===== config.mk =====
export PLATFORM = sky130hd
export DESIGN_NAME = fetch_unit
export DESIGN_NICKNAME = d
export VERILOG_FILES = /design/src/rtl/fetch_pkg.sv /design/src/rtl/fetch_unit_pc_next.sv /design/src/rtl/fetch_unit.sv
export SDC_FILE = /design/constraint.sdc
export NUM_CORES = 1
export LEC_CHECK = 0
export BUFFER_PORTS_ARGS = -buffer_cell sky130_fd_sc_hd__buf_2
export CORE_MARGIN = 2
export CORE_UTILIZATION = 25
export DETAILED_ROUTE_END_ITERATION = 8
export PLACE_DENSITY_LB_ADDON = 0.15
export SETUP_SLACK_MARGIN = 0.5
export SYNTH_ARGS = -nofsm -noshare
export SYNTH_HDL_FRONTEND = slang
export SYNTH_SLANG_ARGS = --single-unit

===== constraint.sdc =====
create_clock -name Clk -period 4.2 [get_ports Clk]
set_clock_uncertainty 0.2 [all_clocks]
set_input_delay 0.84 -clock Clk [delete_from_list [all_inputs] [get_ports Clk]]
set_output_delay 0.84 -clock Clk [all_outputs]
set_load 0.05 [all_outputs]

===== src/rtl/fetch_pkg.sv =====
// Shared types and default sizes for the instruction fetch unit.
package fetch_pkg;

    localparam int unsigned IW_DEFAULT = 10;
    localparam int unsigned DW_DEFAULT = 9;

    typedef enum logic [1:0] {
        IDLE = 2'd0,
        RUN  = 2'd1,
        DONE = 2'd2
    } state_e;

    typedef enum logic [1:0] {
        PC_HOLD = 2'd0,
        PC_INC  = 2'd1,
        PC_ABS  = 2'd2,
        PC_REL  = 2'd3
    } pc_sel_e;

endpackage


===== src/rtl/fetch_unit_pc_next.sv =====
// Next-PC mux: hold, sequential increment, absolute target, or offset from
// the PC of the instruction that requested the branch.
module pc_next
    import fetch_pkg::*;
#(
    parameter int unsigned IW = IW_DEFAULT
) (
    input  logic [IW-1:0] pc_i,
    input  logic [IW-1:0] inst_pc_i,
    input  logic [IW-1:0] target_i,
    input  pc_sel_e       sel_i,
    output logic [IW-1:0] npc_c_o
);

    // Select next PC; all arithmetic wraps modulo 2^IW
    always_comb begin
        npc_c_o = pc_i;
        case (sel_i)
            PC_INC:  npc_c_o = pc_i + IW'(1);
            PC_ABS:  npc_c_o = target_i;
            PC_REL:  npc_c_o = inst_pc_i + target_i;
            default: npc_c_o = pc_i;
        endcase
    end

endmodule


===== src/rtl/fetch_unit.sv =====
// Single-issue instruction fetch: PC register, one-cycle ROM fetch, branch
// redirect with a one-bubble squash, stall and halt control.
module fetch_unit
    import fetch_pkg::*;
#(
    parameter int unsigned IW = IW_DEFAULT,
    parameter int unsigned DW = DW_DEFAULT
) (
    input  logic          Clk,
    input  logic          Reset,
    input  logic          Start,
    input  logic          Stall,
    input  logic          BranchEn,
    input  logic          BranchAbs,
    input  logic [IW-1:0] BranchTarget,
    input  logic          HaltReq,
    input  logic [DW-1:0] InstIn,
    output logic [IW-1:0] InstAddress,
    output logic [DW-1:0] Inst,
    output logic [IW-1:0] InstPC,
    output logic          InstValid,
    output logic          Busy,
    output logic          Done
);

    state_e        state_q, state_d;
    logic [IW-1:0] pc_q, pc_d;
    logic [DW-1:0] inst_q, inst_d;
    logic [IW-1:0] inst_pc_q, inst_pc_d;
    logic          valid_q, valid_d;
    logic          busy_q, busy_d;
    logic          done_q, done_d;
    pc_sel_e       pc_sel;
    logic [IW-1:0] npc;

    // Next-PC source; halt outranks branch, branch outranks stall
    always_comb begin
        pc_sel = PC_HOLD;
        if (state_q == RUN) begin
            if (HaltReq && valid_q) begin
                pc_sel = PC_HOLD;
            end else if (BranchEn && valid_q) begin
                pc_sel = BranchAbs ? PC_ABS : PC_REL;
            end else if (!Stall) begin
                pc_sel = PC_INC;
            end
        end
    end

    pc_next #(.IW(IW)) u_pc_next (
        .pc_i      (pc_q),
        .inst_pc_i (inst_pc_q),
        .target_i  (BranchTarget),
        .sel_i     (pc_sel),
        .npc_c_o   (npc)
    );

    // Next-state and next-register values
    always_comb begin
        state_d   = state_q;
        pc_d      = npc;
        inst_d    = inst_q;
        inst_pc_d = inst_pc_q;
        valid_d   = valid_q;
        case (state_q)
            IDLE, DONE: begin
                if (Start) begin
                    state_d = RUN;
                    pc_d    = '0;
                    valid_d = 1'b0;
                end
            end
            RUN: begin
                if (HaltReq && valid_q) begin
                    state_d = DONE;
                    valid_d = 1'b0;
                end else if (BranchEn && valid_q) begin
                    // Squash the wrong-path word fetched this cycle
                    valid_d = 1'b0;
                end else if (!Stall) begin
                    inst_d    = InstIn;
                    inst_pc_d = pc_q;
                    valid_d   = 1'b1;
                end
            end
            default: begin
                state_d = IDLE;
                valid_d = 1'b0;
            end
        endcase
        busy_d = (state_d == RUN);
        done_d = (state_d == DONE);
    end

    // State and datapath registers with synchronous reset
    always_ff @(posedge Clk) begin
        if (Reset) begin
            state_q   <= IDLE;
            pc_q      <= '0;
            inst_q    <= '0;
            inst_pc_q <= '0;
            valid_q   <= 1'b0;
            busy_q    <= 1'b0;
            done_q    <= 1'b0;
        end else begin
            state_q   <= state_d;
            pc_q      <= pc_d;
            inst_q    <= inst_d;
            inst_pc_q <= inst_pc_d;
            valid_q   <= valid_d;
            busy_q    <= busy_d;
            done_q    <= done_d;
        end
    end

    assign InstAddress = pc_q;
    assign Inst        = inst_q;
    assign InstPC      = inst_pc_q;
    assign InstValid   = valid_q;
    assign Busy        = busy_q;
    assign Done        = done_q;

endmodule


==> impl_results.md <==
- RSZ-0062 raised after global routing: false
- Sequential Area: 680.7 sq um
- Count of cell types in the netlist: 44
- Fillers: 860
- Post-DRT Antenna Nets: 0
- Placeable Area: 0.007607 sq mm
- Total grt overflow: 0
- Synth-to-layout area growth: 24.01%
- Critical path endpoint category: flop
- Synthesized area per cell: 7.955 sq um
- Prevailing post-synth register cell: dfxtp_1
- Total CTS buffers: 5
- Layout Cells excl Fill: 401
- Crit path top cell by count: o21ai_0
- Multi-input gate area in the final layout: 0.001165 sq mm
- PortBufs: 57
- Initial antenna violation count: 0
- GPL Wtd Cong: 0.7878
- Post-CTS resize count: 0
- DRC: 0
- Mapped Area: 0.001933 sq mm
- CP startpoint kind: input pin
- Die area: 0.008452 sq mm
- Post-DP HPWL: 4050 um
- Worst-Skew Late Latency: 0.29 ns
- Synth top area cells: dfxtp_1, nand2_1, a21oi_1
- Post-synth ARST share: 0
- Max VDD drop: 0.1149 mV
- Clk buf depth: 2
- Synthesized instance count: 243
- Clk sink count: 34
- First-pass GRT wire length: 8866 um
- Relative slew slack: 0.4764
- Number of synthesized flops with an enable pin: 0
- Post-route cell area: 0.002397 sq mm
- CTS root buf: clkbuf_8
- Most common cell in the synthesized netlist: nand2_1
- Ratio of cells with drive above 1 in the final layout: 0.2676
- Vias in the first global route: 1743
- GRT Total Usage: 0.1336
- Slowest CP cell: nand3b_2
- Cell area power density: 324.2 mW/mm^2
- I/O pin count: 58
- Worst path max stage delay: 0.65 ns
- Width of the die: 91.94 um
- Crit share post-route: 0.6431
- Fmax: 0.3702 GHz
- DP Area: 0.002285 sq mm
- Vias/cell: 4.641
- Placed cells: 394
- Routed via count: 1861
- Yosys reg bits: 34
- Antenna cells: 0
- Drt first pass iters: 4
- Worst Hold Slack: 0.2546 ns
- Critical path data required time: 4.15 ns
- H-tree depth: 2
- Initial Utilization: 0.2541
- Total Nets Final: 336
- Setup repair bufs after CTS: 0
- 1st-iter DRT viols: 77
- Wire length per cell: 13.67 um
- Leakage power: 0.001036 uW
- Die height: 91.94 um
- Largest net degree at the start of global routing: 33
- Post-layout min period: 2.701 ns
- Seq/Total Area, Yosys: 0.3521
- Slew Viols, Final: 0
- Top-area cell type share of the netlist area: 0.3521
- Post-synth top cells: nand2_1, a21oi_1, dfxtp_1, nor2_1, o21ai_0
- Clock-pin transition on the worst setup and hold timing paths: 0.07 ns
- WL final: 5481 um
- Rows: 32
- Critical Path AT: 2.65 ns
- CTS tree: yes
- Count of final setup violators: 0
- Max-Cap Viols: 0
- Synth Net Count: 280
- Cell taking the most area after synthesis: dfxtp_1
- Hold Buf Count CTS: 0
- Hold Crit Class: reg -> reg
- Crit Path Class: in -> reg
- CP Cell Sequence: buf_2 -> o21ai_0 -> nand3b_2 -> nand2_1 -> o21ai_0 -> o21ai_0 -> a21oi_1
- Crit-path max FO: 32
- Measured slew at the worst slew-check pin: 0.7812 ns
- Synth Warn #: 0
- Tot Pwr: 777.3 uW
- Hold Fails Final Rpt: 0
- Status: completed
- Post-route setup TNS: 0 ns
-- placed cells by master, fill, tap and decap left out, types with 2 or more instances in the layout --
cell,instances
buf_2,57
a21o_1,2
a31oi_1,5
a21oi_1,38
xor2_1,7
dfxtp_1,34
buf_4,2
xnor2_1,5
inv_1,3
o21ai_0,16
or2b_2,2
or3_1,2
o21ai_1,2
nor2b_1,2
nor2_1,16
ha_1,10
nor3_1,4
o21ai_2,2
o21a_1,3
nand3_1,6
clkbuf_8,6
nand2_1,51
a211oi_1,3
-- state kept, by name (all words and copies together) (netlist names) --
| name | cells |
|---|---|
| InstAddress | 10 |
| InstPC | 10 |
| Inst | 9 |
| state_q | 2 |
| Busy | 1 |
| Done | 1 |
| InstValid | 1 |
-- report_power, final --
group	switching (uW)	internal [uW]
combinational	82.8	39.4
sequential	8.58	332
clock	125	190
-- critical path: cells and delay by family --
family	cells	cell delay, ns
and+or+nand+nor	2	1.04
AOI/OAI and AO/OA	4	0.65
buffers and inverters	1	0.12
-- path summary, 6_finish.rpt --
check,slack (ns),cells after the start,from,endpoint
setup / recovery,1.50,7,HaltReq,InstAddress[3]$_SDFF_PP0_
hold / removal,0.25,2,Inst[7]$_SDFFE_PP0P_,Inst[7]$_SDFFE_PP0P_
setup reg to reg,1.95,6,state_q[0]$_SDFF_PP0_,InstAddress[3]$_SDFF_PP0_
hold reg to reg,0.25,2,Inst[7]$_SDFFE_PP0P_,Inst[7]$_SDFFE_PP0P_
-- cells by family (layout without fill, tap and decap cells) --
logic type	Yosys count	in the layout	synth area share
DFF	34	34	0.3521
adders and majority gates	11	11	0.07508
muxes	1	1	0.005825
AOI/OAI and AO/OA	78	78	0.2382
buffers and inverters	13	69	0.04531
and+or+nand+nor	94	94	0.2291
xor gates and xnor gates	12	12	0.05437
-- metal layers --
metal | GRT usage | vias up | routed length [um]
met5 | 0 | - | 0
met4 | 0.04851 | 0 | 74
met3 | 0.03287 | 6 | 297
met2 | 0.2083 | 35 | 2463
met1 | 0.1789 | 858 | 2646
li1 | - | 962 | -
-- area by class of cell --
| type | instances | area share |
|---|---|---|
| clock buffers | 6 | 0.03445 |
| clock inverters | 1 | 0.01253 |
| inverters | 3 | 0.004697 |
| multi-input cells | 196 | 0.4859 |
| flip-flops and latches | 34 | 0.2839 |
| well taps | 102 | 0.05324 |
| repair buffers | 59 | 0.1253 |
-- stage by stage --
stage                 util  setup slack, ns
floorplan                -            1.730
global placement    0.3003            1.171
detailed placement  0.3003            1.136
CTS                 0.3151            1.454
global route        0.3151            1.235
finish              0.3151            1.499
(Power assumes the default switching activity.)
